$ cat src/rtl/dht11_pkg.sv
// dht11_pkg: shared constants and parser state type for the DHT11 host command path.
package dht11_pkg;
    localparam logic [7:0] HEADER     = 8'hA5;
    localparam logic [7:0] CMD_SAMPLE = 8'h01;
    localparam logic [7:0] CMD_AUTO   = 8'h02;
    localparam logic [7:0] CMD_PERIOD = 8'h03;
    localparam logic [1:0] ERR_NONE   = 2'd0;
    localparam logic [1:0] ERR_SUM    = 2'd1;
    localparam logic [1:0] ERR_CMD    = 2'd2;
    localparam logic [1:0] ERR_TMO    = 2'd3;
    typedef enum logic [2:0] {IDLE, GET_CMD, GET_ARG, GET_SUM, EXEC} state_t;
endpackage

$ cat src/rtl/dht11_uart_cmd_rx_if.sv
// dht11_uart_cmd_rx_if: UART byte input, sensor handshake and command status bundle.
interface dht11_uart_cmd_rx_if;
    logic       RxD_data_ready;
    logic [7:0] RxD_data;
    logic       sensor_busy;
    logic       sample_en;
    logic       auto_en;
    logic [7:0] period_s;
    logic       cmd_ok;
    logic       cmd_err;
    logic [1:0] err_code;
    modport master (
        output RxD_data_ready, RxD_data, sensor_busy,
        input  sample_en, auto_en, period_s, cmd_ok, cmd_err, err_code
    );
    modport slave (
        input  RxD_data_ready, RxD_data, sensor_busy,
        output sample_en, auto_en, period_s, cmd_ok, cmd_err, err_code
    );
endinterface

$ cat src/rtl/dht11_sample_timer.sv
// dht11_sample_timer: auto-sample second timer, pending request flag and sample_en issue.
module dht11_sample_timer #(
    parameter int unsigned CLK_HZ         = 50000000,
    parameter logic [7:0]  DEFAULT_PERIOD = 8'd1
) (
    input  logic       clk,
    input  logic       rst_n,
    input  logic       manual_req_i,
    input  logic       period_load_i,
    input  logic [7:0] period_i,
    input  logic       auto_load_i,
    input  logic       auto_val_i,
    input  logic       sensor_busy_i,
    output logic       sample_en_o,
    output logic       auto_en_o,
    output logic [7:0] period_s_o
);
    localparam int TW = (CLK_HZ > 1) ? $clog2(CLK_HZ) : 1;
    logic [TW-1:0] tick_q, tick_d;
    logic [7:0]    sec_q, sec_d, period_q, period_d;
    logic          auto_q, auto_d, pend_q, pend_d, sample_q, sample_d;
    logic          clr, sec_tick, expire, issue;
    always_comb begin
        auto_d   = auto_load_i ? auto_val_i : auto_q;
        period_d = period_load_i ? period_i : period_q;
        clr      = period_load_i | (auto_load_i & auto_val_i) | ~auto_q;
        sec_tick = tick_q == TW'(CLK_HZ - 1);
        expire   = ~clr & sec_tick & (sec_q + 8'd1 == period_q);
        tick_d   = (clr | sec_tick) ? '0 : tick_q + 1'b1;
        sec_d    = (clr | expire) ? '0 : sec_q + {7'd0, sec_tick};
        issue    = pend_q & ~sensor_busy_i;
        // a new request landing on the issue edge survives as the next pending request
        pend_d   = manual_req_i | expire | (pend_q & ~issue);
        sample_d = issue;
    end
    always_ff @(posedge clk or negedge rst_n) begin
        if (!rst_n) begin
            tick_q   <= '0;
            sec_q    <= '0;
            period_q <= DEFAULT_PERIOD;
            auto_q   <= 1'b1;
            pend_q   <= 1'b0;
            sample_q <= 1'b0;
        end else begin
            tick_q   <= tick_d;
            sec_q    <= sec_d;
            period_q <= period_d;
            auto_q   <= auto_d;
            pend_q   <= pend_d;
            sample_q <= sample_d;
        end
    end
    assign sample_en_o = sample_q;
    assign auto_en_o   = auto_q;
    assign period_s_o  = period_q;
endmodule

$ cat src/rtl/dht11_uart_cmd_rx.sv
// dht11_uart_cmd_rx: parses A5/cmd/arg/sum UART frames and drives the DHT11 sample timer.
module dht11_uart_cmd_rx import dht11_pkg::*; #(
    parameter int unsigned CLK_HZ         = 50000000,
    parameter int unsigned TIMEOUT_CYC    = 5000000,
    parameter logic [7:0]  HEADER         = dht11_pkg::HEADER,
    parameter logic [7:0]  DEFAULT_PERIOD = 8'd1
) (
    input logic               clk,
    input logic               rst_n,
    dht11_uart_cmd_rx_if.slave bus
);
    localparam int GW = $clog2(TIMEOUT_CYC + 1);
    state_t        state_q, state_d;
    logic [7:0]    cmd_q, cmd_d, arg_q, arg_d, sum;
    logic [GW-1:0] gap_q, gap_d;
    logic          ok_q, ok_d, err_q, err_d;
    logic [1:0]    code_q, code_d;
    logic          rx, tmo, manual_req, period_load, auto_load;
    assign rx  = bus.RxD_data_ready;
    assign sum = cmd_q + arg_q;
    // a byte arriving on the expiry cycle wins over the timeout
    assign tmo = (state_q inside {GET_CMD, GET_ARG, GET_SUM}) && !rx && gap_q == GW'(TIMEOUT_CYC - 1);
    always_comb begin
        state_d     = state_q;
        cmd_d       = cmd_q;
        arg_d       = arg_q;
        ok_d        = 1'b0;
        err_d       = 1'b0;
        code_d      = code_q;
        manual_req  = 1'b0;
        period_load = 1'b0;
        auto_load   = 1'b0;
        gap_d       = (state_q == IDLE || rx) ? '0 : gap_q + 1'b1;
        case (state_q)
            IDLE:    if (rx && bus.RxD_data == HEADER) state_d = GET_CMD;
            GET_CMD: if (rx) begin
                cmd_d   = bus.RxD_data;
                state_d = GET_ARG;
            end
            GET_ARG: if (rx) begin
                arg_d   = bus.RxD_data;
                state_d = GET_SUM;
            end
            GET_SUM: if (rx) begin
                err_d   = bus.RxD_data != sum;
                state_d = err_d ? IDLE : EXEC;
                code_d  = err_d ? ERR_SUM : code_q;
            end
            EXEC: begin
                state_d     = IDLE;
                manual_req  = cmd_q == CMD_SAMPLE;
                auto_load   = cmd_q == CMD_AUTO;
                period_load = cmd_q == CMD_PERIOD && arg_q != 8'd0;
                ok_d        = manual_req | auto_load | period_load;
                err_d       = ~ok_d;
                code_d      = ok_d ? code_q : ERR_CMD;
            end
            default: state_d = IDLE;
        endcase
        if (tmo) begin
            state_d = IDLE;
            err_d   = 1'b1;
            code_d  = ERR_TMO;
        end
    end
    always_ff @(posedge clk or negedge rst_n) begin
        if (!rst_n) begin
            state_q <= IDLE;
            cmd_q   <= '0;
            arg_q   <= '0;
            gap_q   <= '0;
            ok_q    <= 1'b0;
            err_q   <= 1'b0;
            code_q  <= ERR_NONE;
        end else begin
            state_q <= state_d;
            cmd_q   <= cmd_d;
            arg_q   <= arg_d;
            gap_q   <= gap_d;
            ok_q    <= ok_d;
            err_q   <= err_d;
            code_q  <= code_d;
        end
    end
    assign bus.cmd_ok   = ok_q;
    assign bus.cmd_err  = err_q;
    assign bus.err_code = code_q;
    dht11_sample_timer #(.CLK_HZ(CLK_HZ), .DEFAULT_PERIOD(DEFAULT_PERIOD)) u_timer (
        .clk          (clk),
        .rst_n        (rst_n),
        .manual_req_i (manual_req),
        .period_load_i(period_load),
        .period_i     (arg_q),
        .auto_load_i  (auto_load),
        .auto_val_i   (arg_q[0]),
        .sensor_busy_i(bus.sensor_busy),
        .sample_en_o  (bus.sample_en),
        .auto_en_o    (bus.auto_en),
        .period_s_o   (bus.period_s)
    );
endmodule

$ cat src/flat_wrapper.sv
// flat-port wrapper written by rule: the top's interface ports become plain ports
module dht11_uart_cmd_rx_flat import dht11_pkg::*;
#(
    parameter int unsigned CLK_HZ         = 50000000,
    parameter int unsigned TIMEOUT_CYC    = 5000000,
    parameter logic [7:0]  HEADER         = dht11_pkg::HEADER,
    parameter logic [7:0]  DEFAULT_PERIOD = 8'd1
)
  (clk, rst_n, bus_RxD_data_ready, bus_RxD_data, bus_sensor_busy, bus_sample_en, bus_auto_en, bus_period_s, bus_cmd_ok, bus_cmd_err, bus_err_code);
  dht11_uart_cmd_rx_if bus_i ();
  input logic clk;
  input logic rst_n;
  input wire logic [$bits(bus_i.RxD_data_ready)-1:0] bus_RxD_data_ready;
  input wire logic [$bits(bus_i.RxD_data)-1:0] bus_RxD_data;
  input wire logic [$bits(bus_i.sensor_busy)-1:0] bus_sensor_busy;
  output wire logic [$bits(bus_i.sample_en)-1:0] bus_sample_en;
  output wire logic [$bits(bus_i.auto_en)-1:0] bus_auto_en;
  output wire logic [$bits(bus_i.period_s)-1:0] bus_period_s;
  output wire logic [$bits(bus_i.cmd_ok)-1:0] bus_cmd_ok;
  output wire logic [$bits(bus_i.cmd_err)-1:0] bus_cmd_err;
  output wire logic [$bits(bus_i.err_code)-1:0] bus_err_code;
  assign bus_i.RxD_data_ready = bus_RxD_data_ready;
  assign bus_i.RxD_data = bus_RxD_data;
  assign bus_i.sensor_busy = bus_sensor_busy;
  assign bus_sample_en = bus_i.sample_en;
  assign bus_auto_en = bus_i.auto_en;
  assign bus_period_s = bus_i.period_s;
  assign bus_cmd_ok = bus_i.cmd_ok;
  assign bus_cmd_err = bus_i.cmd_err;
  assign bus_err_code = bus_i.err_code;
  dht11_uart_cmd_rx #(.CLK_HZ(CLK_HZ), .TIMEOUT_CYC(TIMEOUT_CYC), .HEADER(HEADER), .DEFAULT_PERIOD(DEFAULT_PERIOD)) u_core (.clk(clk), .rst_n(rst_n), .bus(bus_i));
endmodule
$ cat config.mk
export PLATFORM = sky130hd
export DESIGN_NAME = dht11_uart_cmd_rx_flat
export DESIGN_NICKNAME = d
export VERILOG_FILES = /design/src/rtl/dht11_pkg.sv /design/src/rtl/dht11_uart_cmd_rx_if.sv /design/src/rtl/dht11_sample_timer.sv /design/src/rtl/dht11_uart_cmd_rx.sv /design/src/flat_wrapper.sv
export SDC_FILE = /design/constraint.sdc
export NUM_CORES = 1
export LEC_CHECK = 0
export ABC_AREA = 1
export BUFFER_PORTS_ARGS = -buffer_cell sky130_fd_sc_hd__buf_2
export CAP_MARGIN = 40
export CORE_ASPECT_RATIO = 1.2
export CORE_MARGIN = 4
export CORE_UTILIZATION = 60
export CTS_CLUSTER_DIAMETER = 150
export DETAILED_ROUTE_END_ITERATION = 8
export GPL_TIMING_DRIVEN = 1
export MAX_ROUTING_LAYER = met4
export PLACE_DENSITY = 0.78
export SLEW_MARGIN = 15
export SYNTH_ARGS = -nofsm -noshare
export SYNTH_HDL_FRONTEND = slang
export SYNTH_HIERARCHICAL = 1
export SYNTH_SLANG_ARGS = --single-unit
$ cat constraint.sdc
create_clock -name clk -period 3.2 [get_ports clk]
set_input_delay 0.16 -clock clk [delete_from_list [all_inputs] [get_ports clk]]
set_output_delay 0.16 -clock clk [all_outputs]
set_load 0.01 [all_outputs]
# Word level (Yosys, flattened, before mapping)
# Cells that the tools add are included.
# Widths: inputs -> output; s select.
dict set report classes {
  reduce_logical 14
  bitwise_logic 18
  eq_ne 18
  add_sub_neg 5
  muxes 22
}
# operator n
set op_table {}
lappend op_table {{$add 26x1->26 const B} 1}
lappend op_table {{$eq 26x26->1 const B} 1}
lappend op_table {{$mux 26} 1}
lappend op_table {{$add 23x1->23 const B} 1}
lappend op_table {{$eq 23x23->1 const B} 1}
lappend op_table {{$mux 23} 1}
lappend op_table {{$mux 3} 6}
lappend op_table {{$ne 3x2->1 const B} 6}
lappend op_table {{$eq 8x2->1 const B} 2}
lappend op_table {{$pmux 3 s4} 1}
lappend op_table {{$add 8x1->8} 1}
lappend op_table {{$add 8x1->8 const B} 1}
lappend op_table {{$add 8x8->8} 1}
lappend op_table {{$eq 8x1->1 const B} 1}
lappend op_table {{$eq 8x8->1} 1}
lappend op_table {{$eq 8x8->1 const B} 1}
lappend op_table {{$mux 2} 4}
lappend op_table {{$mux 8} 1}
lappend op_table {{$ne 8x8->1} 1}
lappend op_table {{$or 1x1->1} 8}
lappend op_table {{$reduce_and 4->1} 2}
lappend op_table {{$reduce_bool 8->1} 1}
lappend op_table {{$eq 3x2->1 const B} 2}
lappend op_table {{$mux 1} 6}
lappend op_table {{other kinds (12)} 25}
dict set report totals {
  reg_bits 91
  output_inout_bits 14
  in_bits 12
  wordCells 90
}

# Depth between registers and ports, before layout
# Gate-level depths: netlist (run 1).
dict set report depth {
  depth_word 10
  ltp_mapped 15
  depth_no_buf 15
}

# By module
# Netlist (run 1), hierarchy kept.
# module area_each_um2 cells_each instances
set modules_own_cells {}
lappend modules_own_cells {dht11_uart_cmd_rx 2732.6 357 1}
lappend modules_own_cells {dht11_sample_timer 2650.0 366 1}

# Worst setup path after synthesis (run 1)
# OpenSTA, ideal clock, no wires.
dict set report synth_timing {
  path_type {reg-to-reg}
  start {register u_core.u_timer.tick_q[0]}
  end {register u_core.u_timer.sec_q[6]}
  path_slack_ns 1.226
  arrival_ns 1.854
  required_time_ns 3.080
  period_less_slack_ns 1.974
  stages_incl_launch_ff 12
  cell_sequence {dfrtp_1 > ha_1 > nand2_2 > nor2_4 > nand3_2 > nor3_1 > ha_1 > ha_1 > nand3_1 > nor2_1 > xor2_1 > nor2_1}
}
dict set report synth_via {
  elab_chain_cells 5
  elab_cells_between_ends 6
  classes_between {1 x add/sub; 1 x eq/ne; 1 x mux; 3 x bitwise}
}
# item line
set synth_rtl {}
lappend synth_rtl {{start: declaration} dht11_sample_timer.sv:19} ;# logic [TW-1:0] tick_q, tick_d;
lappend synth_rtl {{start signal: assignment} dht11_sample_timer.sv:45} ;# tick_q <= tick_d;
lappend synth_rtl {{$eq 26x26->1 (*)} dht11_sample_timer.sv:27} ;# sec_tick = tick_q == TW'(CLK_HZ - 1);
lappend synth_rtl {{branches (longest 3 deep; another with $add 8x1->8)} -}
lappend synth_rtl {{$mux 8 (*)} dht11_sample_timer.sv:30} ;# sec_d = (clr | expire) ? '0 : sec_q + {7'd0, sec_tick};
lappend synth_rtl {{net u_core.u_timer.sec_d[6]} dht11_sample_timer.sv:20} ;# logic [7:0] sec_q, sec_d, period_q, period_d;
lappend synth_rtl {{end signal: assignment} dht11_sample_timer.sv:39} ;# sec_q <= '0;
lappend synth_rtl {{end signal: assignment} dht11_sample_timer.sv:46} ;# sec_q <= sec_d;
lappend synth_rtl {{end: declaration} dht11_sample_timer.sv:20}
# Mark *: on every way through the listed nets, which the timed path passes.
# A chain may end at the register's enable or synchronous reset.

# Worst setup path in the final report (run 1)
# Same ends and word-level chain as after synthesis.

==> results.json, run 1 <==
{
  "critPathCaptureType": "flop",
  "maxSlewViolCount": 0,
  "slew_headroom_pct": 67.1,
  "place_hpwl_um": 8900,
  "final_antenna_net_count": 0,
  "num_antenna_cells": 0,
  "cts-root-to-sink-buffers": 2,
  "row_count": 37,
  "number_of_storage_elements_in_the_synthesis_netlist": 91,
  "combPwrFrac_pct": 30.8,
  "clock_sink_count": 91,
  "via_count": 4726,
  "ir_worst_vdd_mv": 0.401,
  "power.density_cell_area_nw_per_um2": 556,
  "critical_path_peak_fanout": 5,
  "clockRootBuffer": "clkbuf_8",
  "final-seq-area_um2": 2280,
  "postLayoutSetupSlackWorst_ns": 0.912,
  "h-tree-depth": 3,
  "die_area_um2": 10600,
  "critical_path.most_common_cell": "ha_1",
  "final-hold-violation-count": 0,
  "syn_area_per_cell_um2": 7.44,
  "max_clock_freq_mhz": 437,
  "post_synth_instance_area_um2": 5380,
  "slew_at_the_pin_closest_to_its_max_slew_limit_ns": 0.492,
  "number_of_different_library_cells_in_the_post_synthesis_netlist": 40,
  "initial_core_util_pct": 62.2,
  "tritoncts_buffer_count": 9,
  "clkTransAtPathRegs_ns": 0.09,
  "worstSkewPairLatency_ns": 0.36,
  "synth_adder_area_share_pct": 3.16,
  "synth_simple_gate_area_share_pct": 34.6,
  "yosys.area_share.xor_xnor_pct": 5.04,
  "timing_worst_setup_path_type": "flop to flop",
  "p_sw_share_pct": 35.3,
  "final_min_period_over_clock_period_pct": 71.5,
  "result_of_the_run": "finished clean",
  "count_of_filler_cells_inserted_in_the_layout": 743,
  "post-route-drc-count": 0,
  "vias_per_cell": 5.39,
  "drtPass1Iterations": 5,
  "die_h_um": 112,
  "core_region_area_um2": 8660,
  "critPathMaxStageDelay_ns": 0.43,
  "drt_iter0_drc": 269,
  "post-synth-top-area-fraction_pct": 41.4,
  "hold_wc_path_type": "primary input to flop",
  "cellLeakagePower_nw": 2.77,
  "finalSetupViolations": 0,
  "p_clk_share_pct": 25.9,
  "route.detailed.wl_per_inst_um": 13.3,
  "required_ns": 3.45,
  "postRouteWirelength_um": 11700,
  "synth_top_family_by_area": "simple AND/OR/NAND/NOR gates",
  "share_of_the_synthesized_area_in_compound_gates_ao_oa_aoi_oai_pct": 7.00,
  "nNetsFinal": 781,
  "multi_input_comb_area_um2": 2690,
  "pin_count_of_the_biggest_net_entering_global_routing": 67,
  "intPower_mw": 2.12,
  "post_synth_mux_area_share_pct": 0.209,
  "slowest_stage": "dfrtp_1",
  "gp_congestion": 0.993,
  "area.growth.synth_to_final_pct": 9.39,
  "cp_cell_sequence": "ha_1 > nand2_2 > nor2_4 > nand3_2 > nor3_1 > ha_1 > ha_1 > nand3_1 > nor2_1 > xor2_1 > nor2_1",
  "maxCapViolations": 0,
  "synth_top_cells_by_area": "dfrtp_1 (41%), nand2_1 (12%), nor2_1 (8.3%)",
  "fin_setup_tns_ns": 0,
  "postCtsSetupBuffers": 0,
  "cell_count_after_synthesis": 723,
  "timing.final.crit_period_ns": 2.29,
  "power.net_switching_mw": 1.16,
  "place_worst_setup_slack_ns": 0.999,
  "part_of_the_power_in_registers_pct": 43.2,
  "start_kind": "flop",
  "cp.arrival_ns": 2.53,
  "top_level_pins": 26,
  "synth-warning-count": 6,
  "fin_worst_skew_ns": 0.0112,
  "wire_length_of_the_first_global_routing_pass_um": 20200,
  "grt_pass1_vias": 4508,
  "grt_setup_unrepaired": "false",
  "synth.yosys.seq_area_share_pct": 42.4,
  "groute.usage.overall_pct": 24.4,
  "clock_tree_from_tritoncts": "done",
  "global_route.overflow_total": 0,
  "cts_repair_resize_count": 0,
  "synth.net_count": 748,
  "totalPowerFinal_mw": 3.28,
  "die-width_um": 94.5,
  "io_buffers": 25,
  "antenna_violations_before_repair": 0,
  "cell_taking_the_most_area_after_synthesis": "dfrtp_1",
  "post_route_cells_drive_above_1_share_pct": 9.61
}
[final timing paths]
check | start | endpoint | slack (ns) | cells after the start
setup / recovery | u_core/u_timer/tick_q[0]$_DFF_PN0_ | u_core/u_timer/sec_q[6]$_DFF_PN0_ | 0.91 | 11
hold / removal | bus_RxD_data[7] | u_core/cmd_q[7]$_DFFE_PN0P_ | 0.1 | 3
setup reg to reg | u_core/u_timer/tick_q[0]$_DFF_PN0_ | u_core/u_timer/sec_q[6]$_DFF_PN0_ | 0.91 | 11
hold reg to reg | u_core/u_timer/pend_q$_DFF_PN0_ | u_core/u_timer/sample_en_o$_DFF_PN0_ | 0.50 | 2
max in group asynchronous | rst_n | u_core/u_timer/tick_q[6]$_DFF_PN0_ | 2.22 | 4
min in group asynchronous | rst_n | u_core/u_timer/sec_q[5]$_DFF_PN0_ | 0.14 | 2
[placed cells by master, fill, tap and decap left out, drive strengths merged, types with 17 or more instances in the layout]
cell type and n:
a21oi 17, buf 29, dfrtp 89, inv 95, nand2 184, nand3 47
nand4 17, nor2 128, nor3 25, o21ai 40, xor2 17
[area by class of cell]
type,instances,share of cell area [%]
clock buffer,11,2.40
clock inverter,4,1.25
inverter,95,6.06
multi-input combinational,528,45.7
sequential,91,38.7
tap,117,2.49
timing repair buffer,31,3.36
[worst max-delay path, delay by kind of cell (launching register included)]
kind                       cells  cell delay [ns]
xor gates and xnor gates       1             0.15
DFF                            1             0.43
and+or+nand+nor                7             0.92
adders and majority gates      3             0.68
[cell usage after synthesis (all sizes together)]
cell    count
nand2     184
nor2      128
inv        94
dfrtp      89
nand3      47
o21ai      40
nor3       25
a21oi      17
nand4      17
xor2       17
xnor2      14
ha         12
nor3b       7
clkbuf      5
o21a        5
buf         4
a31oi       3
nor4        3
dfstp       2
nand3b      2
a21o        1
and3        1
clkinv      1
fa          1
mux2        1
o211a       1
o22ai       1
o31ai       1
[stage by stage]
step	hold slack (ns)	cells	util, %	cell area [um^2]
floorplan	-0.136	723	-	5380
global placement	0.296	859	65.0	5630
detailed placement	0.302	859	65.0	5630
CTS	0.0853	876	67.7	5860
global route	0.113	877	68.0	5890
finish	0.0987	877	68.0	5890
[per-layer routing]
metal / vias to the layer above / routed length [um] / track usage (%)
li1: 2367 / - / -
met1: 2191 / 5180 / 31.8
met2: 138 / 5700 / 38.2
met3: 30 / 516 / 3.65
met4: 0 / 309 / 9.82
met5: - / 0 / -
[cells by family (layout without fill, tap and decap cells)]
logic type | count (synthesis) | after routing
adders and majority gates | 13 | 13
AOI/OAI and AO/OA | 69 | 69
and+or+nand+nor | 414 | 414
DFF | 91 | 91
buffers and inverters | 104 | 141
muxes | 1 | 1
xor gates and xnor gates | 31 | 31
[sequential cells by signal (all words and copies together), names as in the netlist]
| signal | count |
|---|---|
| u_core/u_timer/tick_q | 26 |
| u_core/cmd_q | 8 |
| u_core/gap_q | 23 |
| u_core/u_timer/sample_en_o | 1 |
| u_core/bus.cmd_ok | 1 |
| u_core/u_timer/pend_q | 1 |
| u_core/state_q | 3 |
| u_core/bus.err_code | 2 |
| u_core/u_timer/auto_en_o | 1 |
| u_core/bus.cmd_err | 1 |
| u_core/u_timer/sec_q | 8 |
| u_core/arg_q | 8 |
| u_core/u_timer/period_s_o | 8 |
[power groups by stage]
stage / registers [mW] / logic, mW / clock network [mW]
3_3_place_gp: 1.42 / 0.958 / 0
3_5_place_dp: 1.44 / 0.999 / 0
5_1_grt: 1.44 / 1.16 / 0.907
6_report: 1.42 / 1.01 / 0.849
4_1_cts: 1.41 / 1.01 / 0.870
2_1_floorplan: 1.40 / 0.769 / 0
[what timing repair did]
action | 4_1_cts | 5_1_grt
setup endpoints to repair | 0 | 0
hold endpoints to repair | 64 | 0
hold buffers | 2 | 0
No activity file was read; power rests on OpenSTA's default activity.
==> run 2, diff against run 1 <==
Settings changed: ABC_AREA 1 to 0, CORE_UTILIZATION 60 to 55, PLACE_DENSITY 0.78 to 0.76.
Clock period 3.2 ns to 2.1 ns, I/O delays scaled along.
==> run 2 against run 1 <==
The flow now finishes with violations (setup timing). Critical endpoint is now u_core/bus.err_code[1]$_DFFE_PN0P_. Wire length decreased by 9.1%. Clock power increased by 72%. Die area increased by 0.17%. Worst setup slack got worse by 1.2 ns. Non-clock buffer count increased by 44. Synthesized cell count decreased by 34%. Via count decreased by 19%. Power increased by 81%. Flip-flop and latch count unchanged. Global-route usage decreased by 2.6 points.
==> results.json, run 2 <==
{
  "postLayoutSetupSlackWorst_ns": -0.327,
  "yosys.cell_count.top_type": "dfrtp_1",
  "post-synth-top-area-fraction_pct": 45.1,
  "synth.net_count": 501,
  "drt_iter0_drc": 123,
  "layout_common_cells": "dfrtp_1 (89), nor2_1 (61), buf_4 (44)",
  "result_of_the_run": "complete, but fails checks",
  "cell_count_after_synthesis": 476,
  "h-tree-depth": 3,
  "antenna_violations_before_repair": 0,
  "vias_per_cell": 5.66,
  "clkTransAtPathRegs_ns": 0.09,
  "max_clock_freq_mhz": 412,
  "row_count": 37,
  "layout.core_utilization_pct": 68.8,
  "wire_length_of_the_first_global_routing_pass_um": 18000,
  "ir_worst_vdd_mv": 1.12,
  "critPathCaptureType": "flop",
  "timing.final.crit_period_ns": 2.43,
  "synth-warning-count": 6,
  "top_level_pins": 26,
  "grt_pass1_vias": 3808,
  "clock_sink_count": 91,
  "synth_flop_cell": "dfrtp_1",
  "post_synth_mux_area_share_pct": 5.47,
  "die-width_um": 94.5,
  "slew_headroom_pct": 61.1,
  "post-route-drc-count": 0,
  "synth_adder_area_share_pct": 3.44,
  "die_h_um": 112,
  "via_count": 3807,
  "initial_core_util_pct": 57.1,
  "pin_count_of_the_biggest_net_entering_global_routing": 47,
  "yosys.area_share.xor_xnor_pct": 11.9,
  "synth_simple_gate_area_share_pct": 25.1,
  "number_of_different_library_cells_in_the_post_synthesis_netlist": 60,
  "slew_at_the_pin_closest_to_its_max_slew_limit_ns": 0.584,
  "share_of_the_synthesized_area_in_compound_gates_ao_oa_aoi_oai_pct": 6.35,
  "wl_met1_um": 4780,
  "place_hpwl_um": 7200,
  "timing_worst_setup_path_type": "flop to flop",
  "final-hold-violation-count": 0,
  "drtPass1Iterations": 4,
  "maxUsedRoutingLayer": "met4",
  "number_of_storage_elements_in_the_synthesis_netlist": 91,
  "tritoncts_buffer_count": 9,
  "reg.largest.list": "u_core/u_timer/tick_q: 26 flops, u_core/gap_q: 23 flops",
  "startpoint": "u_core/arg_q[2]$_DFFE_PN0P_",
  "required_ns": 2.39,
  "groute.usage.overall_pct": 21.8,
  "critical_path_peak_fanout": 3,
  "cts-root-to-sink-buffers": 2,
  "async_reset_ff_share_pct": 100,
  "largest_register": "u_core/u_timer/tick_q",
  "count_of_filler_cells_inserted_in_the_layout": 652,
  "clock_tree_from_tritoncts": "done",
  "maxCapViolations": 0,
  "cellLeakagePower_nw": 2.58,
  "io_buffers": 25,
  "synth_top_cells_by_area": "dfrtp_1 (45%), xnor2_1 (6.2%), xor2_1 (5.7%)",
  "met3_wirelength_um": 250,
  "synth_top_family_by_area": "simple AND/OR/NAND/NOR gates",
  "die_area_um2": 10600,
  "clockRootBuffer": "clkbuf_8",
  "postRouteWirelength_um": 10600,
  "route.detailed.wl_per_inst_um": 15.8,
  "area.growth.synth_to_final_pct": 20.5,
  "fin_worst_skew_ns": 0.0112,
  "num_antenna_cells": 0,
  "largest_register_ff_count": 26,
  "instance_area_at_placement_um2": 5530,
  "grt_setup_unrepaired": "true",
  "syn_area_per_cell_um2": 10.4,
  "intPower_mw": 3.97,
  "wl_met2_um": 5430,
  "part_of_the_power_in_registers_pct": 35.3,
  "global_route.overflow_total": 0,
  "p_clk_share_pct": 24.7,
  "reg2reg_from": "u_core/arg_q[2]$_DFFE_PN0P_",
  "final_min_period_over_clock_period_pct": 116,
  "synth.yosys.seq_area_share_pct": 46.1,
  "final_antenna_net_count": 0,
  "cell_taking_the_most_area_after_synthesis": "dfrtp_1",
  "synth-edff-count": 0,
  "cp.arrival_ns": 2.72,
  "yosys-top-cells-count": "dfrtp_1 (89), nor2_1 (61), nand2_1 (35), xnor2_1 (35), xor2_1 (32)",
  "hold_wc_path_type": "primary input to flop",
  "start_kind": "flop",
  "hp-start": "bus_RxD_data[0]",
  "p_sw_share_pct": 33.0,
  "core_region_area_um2": 8660,
  "post_route_cells_drive_above_1_share_pct": 27.3,
  "post_synth_instance_area_um2": 4940,
  "place_worst_setup_slack_ns": -0.317,
  "combPwrFrac_pct": 39.9,
  "final_instance_area_um2": 5950,
  "worstSkewPairLatency_ns": 0.36,
  "violations": "setup timing",
  "maxSlewViolCount": 0,
  "power.density_cell_area_nw_per_um2": 996,
  "finalSetupViolations": 13,
  "nNetsFinal": 576,
  "layout_commonest_cell": "dfrtp_1",
  "power.net_switching_mw": 1.96,
  "gp_congestion": 0.843
}
[run 2: critical path, cell delays in order, from the launching register on]
cell and delay (ns):
dfrtp_1 0.38, buf_4 0.15, ha_1 0.32, a21oi_2 0.24
nand3_2 0.14, a2111oi_4 0.36, nand4_1 0.25, o31ai_4 0.35
o31a_1 0.18
[run 2: per-layer routing]
| metal | up-vias | GRT usage [%] |
|---|---|---|
| met5 | - | - |
| met4 | 0 | 7.80 |
| met3 | 17 | 3.85 |
| met2 | 59 | 34.7 |
| met1 | 1896 | 28.0 |
| li1 | 1835 | - |
[run 2: power groups by stage]
stage | Clock [mW] | Combinational [mW] | Sequential, mW
2_1_floorplan | 0 | 1.27 | 2.13
3_3_place_gp | 0 | 1.98 | 2.08
3_5_place_dp | 0 | 2.04 | 2.10
4_1_cts | 1.51 | 2.17 | 2.07
5_1_grt | 1.58 | 2.58 | 2.13
6_report | 1.46 | 2.37 | 2.10
[run 2: cells by family (layout without fill, tap and decap cells)]
family | count (synthesis) | count (layout)
and+or+nand+nor | 218 | 218
xor gates and xnor gates | 67 | 67
DFF | 91 | 91
AOI/OAI and AO/OA | 42 | 42
adders and majority gates | 13 | 13
muxes | 24 | 24
buffers and inverters | 21 | 101
[run 2: area by class of cell]
| cell class | instances | area, um^2 | share of cell area, % |
|---|---|---|---|
| multi-input combinational | 364 | 2690 | 45.1 |
| sequential | 91 | 2280 | 38.3 |
| timing repair buffer | 75 | 552 | 9.27 |
| clock buffer | 12 | 155 | 2.61 |
| tap | 117 | 146 | 2.46 |
| clock inverter | 4 | 97.6 | 1.64 |
| inverter | 10 | 37.5 | 0.630 |
[run 2: worst paths after layout]
path,end,slack [ns],depth (start not counted)
min,u_core/arg_q[0]$_DFFE_PN0P_,0.04,2
max in group asynchronous,u_core/u_timer/period_s_o[0]$_DFFE_PN1P_,1.12,3
max,u_core/bus.err_code[1]$_DFFE_PN0P_,-0.33,8
max reg2reg,u_core/bus.err_code[1]$_DFFE_PN0P_,-0.33,8
min reg2reg,u_core/bus.err_code[0]$_DFFE_PN0P_,0.49,2
min in group asynchronous,u_core/u_timer/sec_q[3]$_DFF_PN0_,0.29,2
[run 2: metrics by stage]
stage	hold WS, ns	power (mW)	cells	setup TNS [ns]
2_1_floorplan	-0.191	3.40	476	-2.36
3_3_place_gp	0.146	4.06	650	-2.17
3_5_place_dp	0.147	4.14	650	-3.05
4_1_cts	0.00907	5.75	670	-2.72
5_1_grt	0.0258	6.29	673	-4.53
6_report	0.0357	5.93	673	-2.98
[run 2: what timing repair did]
item | CTS | global route
endpoints found under the setup margin | 37 | 37
resized for setup | 8 | 11
hold buffers | 2 | 0
pin swaps | 3 | 9
buffers inserted | 2 | 1
cloned | 0 | 2
endpoints found under the hold margin | 46 | 0
